===== src/rtl/zeta_table_gen.sv =====
// Run-time NTT twiddle table writer: walks zeta_root^n for n = 1..2^S-1 and
// writes each power to bank floor(log2 k), offset k - 2^stage, where k = brv_S(n).
`ifndef NTT_STAGE_CNT
`define NTT_STAGE_CNT 7
`endif
`ifndef DATA_WIDTH
`define DATA_WIDTH 12
`endif

module zeta_table_gen #(
    parameter int Q = 3329,
    parameter int S = `NTT_STAGE_CNT,
    parameter int W = `DATA_WIDTH
) (
    input  logic                 clk,
    input  logic                 rst,
    input  logic                 start,
    input  logic [W-1:0]         zeta_root,
    output logic                 busy,
    output logic                 done,
    output logic                 wr_en,
    output logic [$clog2(S)-1:0] wr_stage,
    output logic [S-2:0]         wr_addr,
    output logic [W-1:0]         wr_data
);

    localparam int SW = $clog2(S);
    localparam int BW = (W > 1) ? $clog2(W) : 1;
    localparam logic [W:0]   QW     = (W+1)'(Q);
    localparam logic [S-1:0] N_LAST = '1;

    typedef enum logic [1:0] {IDLE, MUL, WR, DONE} state_t;

    state_t         state, state_nxt;
    logic [W-1:0]   root, p, acc, acc_nxt;
    logic [S-1:0]   n, k;
    logic [BW-1:0]  bcnt;
    logic [SW-1:0]  stage_k;
    logic [S-2:0]   addr_k;
    logic [W:0]     dbl, sum;
    logic           mul_last;

    assign mul_last = (state == MUL) && (bcnt == '0);

    always_ff @(posedge clk) begin
        if (rst) state <= IDLE;
        else     state <= state_nxt;
    end

    always_comb begin
        state_nxt = state;
        case (state)
            IDLE:    if (start) state_nxt = MUL;
            MUL:     if (bcnt == '0) state_nxt = WR;
            WR:      state_nxt = (n == N_LAST) ? DONE : MUL;
            DONE:    state_nxt = IDLE;
            default: state_nxt = IDLE;
        endcase
    end

    always_comb begin
        busy  = (state != IDLE);
        done  = (state == DONE);
        wr_en = (state == WR);
    end

    // k = brv_S(n); bank is the highest set bit of k, offset is the bits below it
    always_comb begin
        for (int i = 0; i < S; i++) k[i] = n[S-1-i];
        stage_k = '0;
        addr_k  = '0;
        for (int i = 0; i < S; i++) begin
            if (k[i]) begin
                stage_k = SW'(i);
                addr_k  = '0;
                for (int j = 0; j < S-1; j++)
                    if (j < i) addr_k[j] = k[j];
            end
        end
    end

    // One MSB-first step of p*root mod Q; every intermediate stays below 2Q
    always_comb begin
        dbl = {acc, 1'b0};
        if (dbl >= QW) dbl = dbl - QW;
        sum = dbl + (root[bcnt] ? {1'b0, p} : '0);
        acc_nxt = (sum >= QW) ? W'(sum - QW) : sum[W-1:0];
    end

    always_ff @(posedge clk) begin
        if (rst) begin
            root <= '0;
            p    <= '0;
            acc  <= '0;
            n    <= '0;
            bcnt <= '0;
        end else begin
            case (state)
                IDLE: if (start) begin
                    root <= zeta_root;
                    p    <= W'(1);
                    acc  <= '0;
                    n    <= S'(1);
                    bcnt <= BW'(W-1);
                end
                MUL: begin
                    acc  <= acc_nxt;
                    bcnt <= bcnt - BW'(1);
                    if (bcnt == '0) p <= acc_nxt;
                end
                WR: if (n != N_LAST) begin
                    n    <= n + S'(1);
                    acc  <= '0;
                    bcnt <= BW'(W-1);
                end
                default: ;
            endcase
        end
    end

    // Write payload is loaded on the last MUL cycle and cleared after WR
    always_ff @(posedge clk) begin
        if (rst || !mul_last) begin
            wr_stage <= '0;
            wr_addr  <= '0;
            wr_data  <= '0;
        end else begin
            wr_stage <= stage_k;
            wr_addr  <= addr_k;
            wr_data  <= acc_nxt;
        end
    end

endmodule


===== config.mk =====
export PLATFORM = sky130hd
export DESIGN_NAME = zeta_table_gen
export DESIGN_NICKNAME = d
export VERILOG_FILES = /design/src/rtl/zeta_table_gen.sv
export SDC_FILE = /design/constraint.sdc
export NUM_CORES = 1
export LEC_CHECK = 0
export BUFFER_PORTS_ARGS = -buffer_cell sky130_fd_sc_hd__buf_2
export CORE_MARGIN = 2
export CORE_UTILIZATION = 65
export DETAILED_ROUTE_END_ITERATION = 8
export PLACE_DENSITY_LB_ADDON = 0.15
export SYNTH_ARGS = -nofsm -noshare
export SYNTH_HDL_FRONTEND = slang
export SYNTH_SLANG_ARGS = --single-unit

===== constraint.sdc =====
create_clock -name clk -period 10.6 [get_ports clk]
set_clock_uncertainty 0.15 [all_clocks]
set_input_delay 2.12 -clock clk [delete_from_list [all_inputs] [get_ports clk]]
set_output_delay 2.12 -clock clk [all_outputs]
set_load 0.01 [all_outputs]

==> results.md <==
- Cells with a size suffix above 1 make up 13.2% of the layout.
- The first-pass GRT wire length is 17,800 um.
- The netlist uses 65 different library cells.
- Dividing the detail-routed wire length by the instance count gives 17.1 um.
- The synthesized design contains 0 enable-type register cells.
- In this run, synthesis produced a sequential element count of 70.
- The final number of hold-violating endpoints is 0.
- The deepest level of the CTS H-tree is 3.
- The clock latency of the later-clocked register in the worst-skew pair is 0.35 ns.
- Static timing analysis puts the maximum clock frequency at 179 MHz.
- With fillers left out, the area of the finished cells amounts to 4720 um^2.
- The clock drives 70 sinks.
- Counting every net in the synthesized netlist gives 571.
- The repair_antennas step left the layout with diodes totalling 0.
- The leakage power is 1.97 nW.
- The worst setup path is of the reg -> reg kind.
- Global routing used 30.5% of the available tracks across all layers.
- The critical path data required time is 10.69 ns.
- For the worst setup path, the data arrival time is 5.66 ns.
- The netlist area before placement is 4270 um^2.
- The number of global-route vias before repair is 3,824.
- The worst setup path is captured at a flip-flop.
- The count of max-cap constraint violations is 0.
- The length of the first detailed-routing pass in iterations is 6.
- The portion of the post-synthesis area used by sequential elements is 32.8%.
- After clock tree synthesis, the repair step resized 0 gates.
- The count of pins over their slew limit is 0.
- The count of cells in the finished layout, fillers not included, comes to 646.
- The vertical die dimension is 85.1 um.
- The most common cell in the netlist is sky130_fd_sc_hd__nand2_1.
- TritonCTS built the clock tree.
- The total negative setup slack is 0 ns.
- The delay of the slowest cell on the worst path is 0.64 ns.
- The largest individual stage delay along the critical path comes from the cell sky130_fd_sc_hd__o32ai_4.
- For this block, the routed nets add up to 11,000 um of wire.
- In this run, post-CTS hold repair placed 0 buffers.
- The final routed DRC violation total is 0.
- Dividing total power by cell area gives a power density of 129 nW/um^2.
- The clock root buffer is sky130_fd_sc_hd__clkbuf_8.
- The sum of internal, switching and leakage power is 608 uW.
- Sorting the synthesized cells by area gives the leading types as sky130_fd_sc_hd__dfxtp_1 33%, sky130_fd_sc_hd__nand2_1 6.6%, sky130_fd_sc_hd__ha_1 5.3%.
- The relative slew slack is 13.7%.
- In this run the critical register-to-register path is captured at acc[3].
- The worst hold path startpoint is p[9].
- The clock buffer count from CTS is 9.
- The net count of the finished layout is 598.
- The worst-case IR drop observed on VDD is 140 uV.
- Measured in cells, the most critical reg-to-reg path has a length of 15.
- The initial antenna violation count is 0.
- The minimum clock period after layout is 5.57 ns.
- The cell type contributing the most total cell area after synthesis is sky130_fd_sc_hd__dfxtp_1.
- The area of the die is 7240 um^2.
- The combined buffer and inverter count along the critical path is 1.
- The total number of yosys warnings is 0.
- The signal on the critical path passes through mux4_2 > mux2i_1 > o21ai_0 > buf_4 > and2_1 > ha_1 > fa_1 > xnor2_1 > nand3_1 > a21oi_1 > o2111ai_2 > o21a_4 > o32ai_4 > a2111oi_1 > or3_1.
- The worst hold path cell count is 2.
- After legalization and detailed placement, the total HPWL measured 7800 um.
- Entering global routing, the biggest net connects 25 pins.
- The final period utilization is 52.6%.
- The share of synthesized flip-flops with an asynchronous set or reset is 0%.
- The post-CTS repair timing setup buffer count is 0.
- STA classifies the critical path startpoint as a flip-flop.
- The floorplan has 29 rows.
- In this run the horizontal extent of the chip is 85.1 um.
- The via count of the routed design is 4,216.
- For this run, the leading register cell type out of synthesis is sky130_fd_sc_hd__dfxtp_1.
- In the synthesized netlist, the number of instances is 537.
- After global routing the overflow that remains totals 0.
- The I/O pin count is 39.
- The longest clock path from root to sink contains 2 buffers.
- After clock tree synthesis, the clock-pin slew on the worst setup and hold paths is 0.08 ns.
- The commonest cells after synthesis are 75 x sky130_fd_sc_hd__nand2_1, 70 x sky130_fd_sc_hd__dfxtp_1, 46 x sky130_fd_sc_hd__nor2_1.
- In this run the register-to-register setup slack is 5.03 ns.
- The post-route antenna net violation count is 0.
- The top cell family by delay on the critical path is compound AO/OA/AOI/OAI gates.
- Along the worst path, the maximum fanout reaches 16.
- The worst hold path belongs to the class reg -> reg.
- The share of the synthesized area in the top cell type is 32.8%.
- The final standard cell utilization of the core is 74.4%.
- Counting buffers and inverters, the worst setup path is 15 cells deep.
- The average vias per placed instance is 6.53.
- The number of cells after detailed placement is 630.
- The post-detailed-placement cell area is 4480 um^2.
- Buffers placed on the I/O ports in this run total 38.
- The congestion estimate from routability-driven global placement came to 0.937.
- For the pin with the worst max-slew slack, the measured transition is 1.29 ns.
- The worst hold path terminates at p[9].
- The flow ran to the end, and the final reports show no timing, DRC or antenna violations.
- The total of fill cells in the finished design is 485.
- The signed area change from the synthesized netlist to the final layout is 10.5%.
- The startpoint identified for the worst register-to-register timing path is bcnt[0].
- Setup repair after global routing left no endpoint under its margin.
- For this configuration, the core starts out at a cell density of 67.3%.
- The per-instance average area after synthesis is 7.96 um^2.
- The detailed router finished its first iteration with 644 violations.
- The core region is 6350 um^2.
- The final-report setup violation count is 0.
## registers in the layout, indices dropped and copies added, names as in the netlist
signal,flops
acc,12
p,12
root,12
wr_data,12
n,7
wr_addr,6
bcnt,4
wr_stage,3
state,2
## metrics by stage
step                      hold WS, ns  setup slack, ns
after floorplan                 0.267             6.10
after global placement          0.282             5.29
after detailed placement        0.287             5.18
after CTS                       0.305             5.15
after global routing            0.326             4.63
final                           0.304             5.03
## routing by layer
metal | track usage, % | share of wire [%] | vias to the layer above | wire (um)
met5 | 0 | 0 | - | 0
met2 | 51.7 | 48 | 219 | 5250
met1 | 39.4 | 42 | 1928 | 4650
met3 | 4.28 | 7.0 | 54 | 770
li1 | - | - | 2015 | -
met4 | 11.3 | 3.3 | 0 | 362
## logic make-up after synthesis
kind of cell,after synthesis,synth area share [%]
AOI/OAI and AO/OA,144,23.2
xor gates and xnor gates,23,4.71
adders and majority gates,19,5.74
buffers and inverters,39,3.78
DFF,70,32.8
muxes,8,2.81
and+or+nand+nor,234,26.9
## power by group
part	internal [mW]	leakage [nW]	switching, mW
clock	0.157	0.124	0.108
sequential	0.271	0.568	0.00917
combinational	0.0217	1.28	0.0410
total	0.450	1.97	0.158
## worst max path at each step
stage	end	slack, ns	from
finish	acc[3]	5.03	bcnt[0]
global route	p[2]	4.63	acc[0]
CTS	acc[3]	5.15	bcnt[0]
detailed placement	acc[3]	5.18	bcnt[0]
global placement	acc[3]	5.29	bcnt[0]
floorplan	acc[3]	6.10	bcnt[0]
## layout make-up
type | instances | area (um^2) | area share, %
Sequential cell | 70 | 1400 | 29.7
Multi-Input combinational cell | 428 | 2710 | 57.4
Clock inverter | 7 | 121 | 2.57
Clock buffer | 9 | 124 | 2.62
Timing Repair Buffer | 42 | 220 | 4.66
Inverter | 13 | 48.8 | 1.03
Tap cell | 77 | 96.3 | 2.04
## cells in the final DEF (no fill, tap or decap), drive strengths merged, types with 9 or more instances in the layout
cell / Yosys / final
a21oi: 45 / 45
and2: 18 / 18
and3: 11 / 11
buf: 5 / 42
clkbuf: 21 / 9
dfxtp: 70 / 70
ha: 18 / 18
inv: 13 / 14
nand2: 75 / 75
nand2b: 11 / 11
nand3: 19 / 19
nand4: 11 / 11
nor2: 46 / 46
nor3: 21 / 21
o211ai: 15 / 15
o21ai: 24 / 24
xnor2: 13 / 13
xor2: 10 / 10
## tightest hold or removal path, delay by kind of cell, from the launching register on
family        cells  cell delay, ns
flops             1            0.33
simple gates      2            0.10
Note: power is estimated with default switching activity, not from simulation.
